## config.mk

```make
export PLATFORM = sky130hd
export DESIGN_NAME = rvvi_trace_sequencer
export DESIGN_NICKNAME = d
export VERILOG_FILES = /design/src/rtl/rvvi_trace_pkg.sv /design/src/rtl/rvvi_trace_fifo.sv /design/src/rtl/rvvi_trace_sequencer.sv
export SDC_FILE = /design/constraint.sdc
export NUM_CORES = 1
export LEC_CHECK = 0
export CORE_ASPECT_RATIO = 0.75
export CORE_MARGIN = 1
export CORE_UTILIZATION = 50
export DETAILED_ROUTE_END_ITERATION = 10
export PLACE_DENSITY = 0.75
export SLEW_MARGIN = 10
export SYNTH_ARGS = -nofsm -noshare
export SYNTH_HDL_FRONTEND = slang
export SYNTH_SLANG_ARGS = --single-unit
```

## constraint.sdc

```tcl
create_clock -name clk_i -period 19.95 [get_ports clk_i]
set_input_delay 3.99 -clock clk_i [delete_from_list [all_inputs] [get_ports clk_i]]
set_output_delay 3.99 -clock clk_i [all_outputs]
set_load 0.01 [all_outputs]
```

## src/rtl/rvvi_trace_pkg.sv

```systemverilog
// rtl/rvvi_trace_pkg.sv - shared types and writeback decode for the RVVI trace sequencer
package rvvi_trace_pkg;

  typedef struct packed {
    logic [63:0] order;
    logic [31:0] pc;
    logic [31:0] insn;
    logic        trap;
    logic [4:0]  rd_addr;
    logic [31:0] rd_wdata;
  } trace_entry_t;

  typedef enum logic [1:0] {
    ST_RUN     = 2'd0,
    ST_STOPPED = 2'd1
  } state_e;

  typedef struct packed {
    logic [31:0] wb;
    logic [31:0] wdata;
  } xwb_t;

  // x0 is hardwired, so it is never reported as written
  function automatic xwb_t decode_xwb(input logic [4:0] rd, input logic [31:0] data);
    xwb_t r;
    r.wb    = '0;
    r.wdata = '0;
    if (rd != 5'd0) begin
      r.wb[rd] = 1'b1;
      r.wdata  = data;
    end
    return r;
  endfunction

endpackage

```

## src/rtl/rvvi_trace_fifo.sv

```systemverilog
// rtl/rvvi_trace_fifo.sv - show-ahead FIFO of trace entries
module trace_fifo
  import rvvi_trace_pkg::*;
#(
  parameter int DEPTH = 8
) (
  input  logic                     clk,
  input  logic                     rst,
  input  logic                     push,
  input  trace_entry_t             push_data,
  input  logic                     pop,
  output trace_entry_t             head,
  output logic                     full,
  output logic                     empty,
  output logic [$clog2(DEPTH):0]   level
);

  localparam int AW = $clog2(DEPTH);

  trace_entry_t mem [DEPTH];
  logic [AW:0]  wr_ptr;
  logic [AW:0]  rd_ptr;

  // Pointer update; the extra MSB distinguishes full from empty
  always_ff @(posedge clk) begin
    if (rst) begin
      wr_ptr <= '0;
      rd_ptr <= '0;
    end else begin
      if (push) wr_ptr <= wr_ptr + 1'b1;
      if (pop)  rd_ptr <= rd_ptr + 1'b1;
    end
  end

  // Storage write; contents need no reset because empty masks them
  always_ff @(posedge clk) begin
    if (push) mem[wr_ptr[AW-1:0]] <= push_data;
  end

  // Status flags and head read
  always_comb begin
    empty = (wr_ptr == rd_ptr);
    full  = (wr_ptr[AW] != rd_ptr[AW]) && (wr_ptr[AW-1:0] == rd_ptr[AW-1:0]);
    level = wr_ptr - rd_ptr;
    head  = mem[rd_ptr[AW-1:0]];
  end

endmodule

```

## src/rtl/rvvi_trace_sequencer.sv

```systemverilog
// rtl/rvvi_trace_sequencer.sv - buffers RVFI retirements and drains them as RVVI trace entries
module rvvi_trace_sequencer
  import rvvi_trace_pkg::*;
#(
  parameter int DEPTH       = 8,
  parameter bit HALT_ON_ERR = 1'b1
) (
  input  logic                   clk_i,
  input  logic                   rst_i,
  input  logic                   ret_valid_i,
  input  logic [63:0]            ret_order_i,
  input  logic [31:0]            ret_pc_i,
  input  logic [31:0]            ret_insn_i,
  input  logic                   ret_trap_i,
  input  logic [4:0]             ret_rd_addr_i,
  input  logic [31:0]            ret_rd_wdata_i,
  output logic                   trc_valid_o,
  input  logic                   trc_ready_i,
  output logic [63:0]            trc_order_o,
  output logic [31:0]            trc_pc_o,
  output logic [31:0]            trc_insn_o,
  output logic                   trc_trap_o,
  output logic [31:0]            trc_x_wb_o,
  output logic [31:0]            trc_x_wdata_o,
  output logic [$clog2(DEPTH):0] level_o,
  output logic                   overflow_o,
  output logic                   order_err_o,
  output logic [63:0]            err_order_o,
  output logic [1:0]             state_o
);

  state_e       state, state_nxt;
  trace_entry_t wr_entry, head;
  logic         full, empty, push, pop, first_err;
  logic [63:0]  exp_order;
  xwb_t         xwb;

  assign wr_entry  = '{order: ret_order_i, pc: ret_pc_i, insn: ret_insn_i,
                       trap: ret_trap_i, rd_addr: ret_rd_addr_i, rd_wdata: ret_rd_wdata_i};
  assign pop       = trc_valid_o && trc_ready_i;
  assign push      = ret_valid_i && (!full || pop);
  assign first_err = ret_valid_i && (ret_order_i != exp_order) && !order_err_o;

  trace_fifo #(.DEPTH(DEPTH)) u_fifo (
    .clk       (clk_i),
    .rst       (rst_i),
    .push      (push),
    .push_data (wr_entry),
    .pop       (pop),
    .head      (head),
    .full      (full),
    .empty     (empty),
    .level     (level_o)
  );

  // Order checker and sticky flags; expected order always resyncs to the last seen + 1
  always_ff @(posedge clk_i) begin
    if (rst_i) begin
      exp_order   <= '0;
      overflow_o  <= 1'b0;
      order_err_o <= 1'b0;
      err_order_o <= '0;
    end else begin
      if (ret_valid_i) exp_order <= ret_order_i + 64'd1;
      if (first_err) begin
        order_err_o <= 1'b1;
        err_order_o <= ret_order_i;
      end
      if (ret_valid_i && full && !pop) overflow_o <= 1'b1;
    end
  end

  // State register
  always_ff @(posedge clk_i) begin
    if (rst_i) state <= ST_RUN;
    else       state <= state_nxt;
  end

  // Next state: halt draining on the first order error when configured to
  always_comb begin
    state_nxt = state;
    if (state == ST_RUN && HALT_ON_ERR && first_err) state_nxt = ST_STOPPED;
  end

  // Outputs: handshake, state and head-entry fields (zeroed while empty)
  always_comb begin
    xwb           = decode_xwb(head.rd_addr, head.rd_wdata);
    trc_valid_o   = !empty && (state == ST_RUN);
    state_o       = state;
    trc_order_o   = empty ? '0 : head.order;
    trc_pc_o      = empty ? '0 : head.pc;
    trc_insn_o    = empty ? '0 : head.insn;
    trc_trap_o    = empty ? 1'b0 : head.trap;
    trc_x_wb_o    = empty ? '0 : xwb.wb;
    trc_x_wdata_o = empty ? '0 : xwb.wdata;
  end

endmodule
```

==> flow_summary.ini <==
[synth]
avgSynthCellArea_um2 = 19.2
ys_ff_latch = 1470
synthesis.instances = 3015
ys_types = 46
synth.cell_area_um2 = 58000
ys.warnings.count = 0
seq_area_frac_synth = 0.736

[global_routing]
antenna_found_initial = 6
grt_usage = 0.217
grt.overflow.total = 0
grt_pass1_vias = 29800
grt_max_degree = 164
grt_pass1_wl_um = 190000

[timing]
worst_pin_slew_ps = 1160
fmax_ghz = 0.102
fin_crit_sh = 0.493
hold_viol_final = 0
hold_slack_ps = 475
slew_violations = 0
setup_viol_count_final = 0
slew_headroom = 0.224
setup_tns_ps = 0
fin_crit_ps = 9830
rsz0062_at_grt = false
clock-skew-final_ps = 32.4

[layout]
design_area_um2 = 68800
final_cell_mix = edfxtp_1 (1,328), clkdlybuf4s50_1 (431), mux4_2 (332), nor2_1 (281), mux2i_1 (231)
syn_to_final_growth_pct = 18.5
nets = 3669
drive_gt1_frac = 0.177
fillers = 8007
layout_commonest_cell = edfxtp_1
finalNonFillerCells = 5126

[floorplan]
num_rows = 107
die-area_um2 = 117000
initial_core_util = 0.508
num_io_pins = 436
die-width_um = 395
die_h_um = 297
fp.coreArea_um2 = 114000

[placed_design]
numPortBuffers = 433
routabilityCongestion = 0.784
placed_area_um2 = 64200
dpl.hpwl_um = 71300
dpl.cell_count = 4875

[detailed_routing]
post_drt_wl_per_cell_um = 24.8
routed_wl_um = 127000
drc = 0
vias_per_cell = 5.71
ant_nets = 0
first_pass_iters = 5
drtIter0Drc = 2560
vias = 29300

[cts]
cts-buffers-inserted = 141
cts_root_buffer = clkbuf_16
clkSinkCount = 1470
cts_resized = 0
post_cts_buffers = 0
cts_max_level = 4
cts_max_path_buffers = 3
cts.clk_slew.worst_paths_ps = 60
ctsHoldBuffers = 0
tritoncts = built
worstSkewPairLatency_ps = 770

[pwr]
p_leak_uw = 0.0214
peakVddDrop_mv = 0.0867
powerDensity_nw_per_um2 = 101

[critical_path]
crit_type = flop to output pin
cp.arrival_ps = 5840
end_kind = output pin
cp_max_fo = 54
worstPathRequired_ps = 15960
startpoint_type = flop

[worst_hold_path]
hold_class = flop to flop

[job]
drv_cap = 0

[status]
status = finished, final reports clean
[flip-flops by register name (all words and copies together), names as in the netlist, named ones only]
| name | flops |
|---|---|
| u_fifo.mem | 1328 |
| err_order_o | 64 |
| exp_order | 64 |
| u_fifo.rd_ptr | 4 |
| u_fifo.wr_ptr | 4 |
| order_err_o | 1 |
| overflow_o | 1 |
| state_o | 1 |
[path summary, 6_finish.rpt]
kind         slack [ps]           endpoint             start  cells past startpoint
max               10120     trc_insn_o[13]              flop                      7
min                 480    err_order_o[23]   err_order_o[23]                      2
max reg2reg       15790  u_fifo.mem[3][41]  u_fifo.wr_ptr[2]                      7
min reg2reg         480    err_order_o[23]   err_order_o[23]                      2
[worst max-delay path, stage by stage, from the launching register on]
cell and delay [ps]:
dfxtp_4 980, buf_4 820, buf_4 780, buf_4 920, mux4_2 620, mux2i_1 230, nor2_1 60, clkdlybuf4s50_1 510
[synthesized netlist by cell type, drive strengths merged]
master	number	share of area
or2b	1	0.00013
mux2	3	0.00058
nor4b	2	0.00041
nand4	39	0.0047
nand3	27	0.0023
clkbuf	97	0.0063
nor2b	3	0.00032
nand2b	128	0.014
inv	18	0.0012
o31a	1	0.00015
a211oi	55	0.0073
xor2	31	0.0047
a21o	1	0.00013
and4	5	0.00075
nor2	283	0.018
nand3b	1	0.00013
nor3	13	0.0016
and3	11	0.0012
and2	2	0.00022
a21oi	6	0.00052
edfxtp	1328	0.69
mux4	332	0.13
mux2i	231	0.040
or3	7	0.00075
o21ai	7	0.00067
ha	6	0.0013
nor4	14	0.0026
a311oi	6	0.00091
nor3b	2	0.00026
dfxtp	142	0.049
nand2	35	0.0023
conb	1	0.000065
buf	79	0.0067
fa	1	0.00035
xnor2	97	0.015
[power breakdown]
group / internal (uW) / switching [uW] / leakage (uW)
clock: 1530 / 1110 / 0.00219
combinational: 393 / 415 / 0.00594
sequential: 3430 / 33.6 / 0.0132
total: 5360 / 1560 / 0.0214
[through the flow]
stage          total power, uW  setup WS, ps   util
4_1_cts                   6990          9800  0.601
3_3_place_gp              4340         10710  0.562
2_1_floorplan             3980          2480      -
5_1_grt                   7140          9520  0.601
6_report                  6920         10120  0.601
3_5_place_dp              4350         10650  0.562
[area by class of cell]
cell class,count,area (um^2),area share
timing repair buffer,509,4970,0.0722
multi-input combinational,1352,14600,0.212
antenna,1,2.50,0.0000364
clock inverter,61,694,0.0101
sequential,1470,42700,0.621
clock buffer,189,3830,0.0557
inverter,18,67.6,0.000983
tap,1526,1910,0.0278
[logic make-up after synthesis]
family	Yosys count	share of synthesized area
compound gates	76	0.00966
xor+xnor	128	0.0193
fa+ha+maj	7	0.00164
buf+inv	194	0.0141
flops	1470	0.736
mux	566	0.169
other cells	1	0.0000646
simple gates	573	0.0497
[per-layer routing]
metal | global-route usage | vias up | routed length [um]
met5 | 0 | - | 52
met4 | 0.0523 | 10 | 2110
met3 | 0.0467 | 155 | 8880
met2 | 0.349 | 1001 | 62500
met1 | 0.304 | 15200 | 53700
li1 | - | 12900 | -
Power figures use the tool's default switching activity.
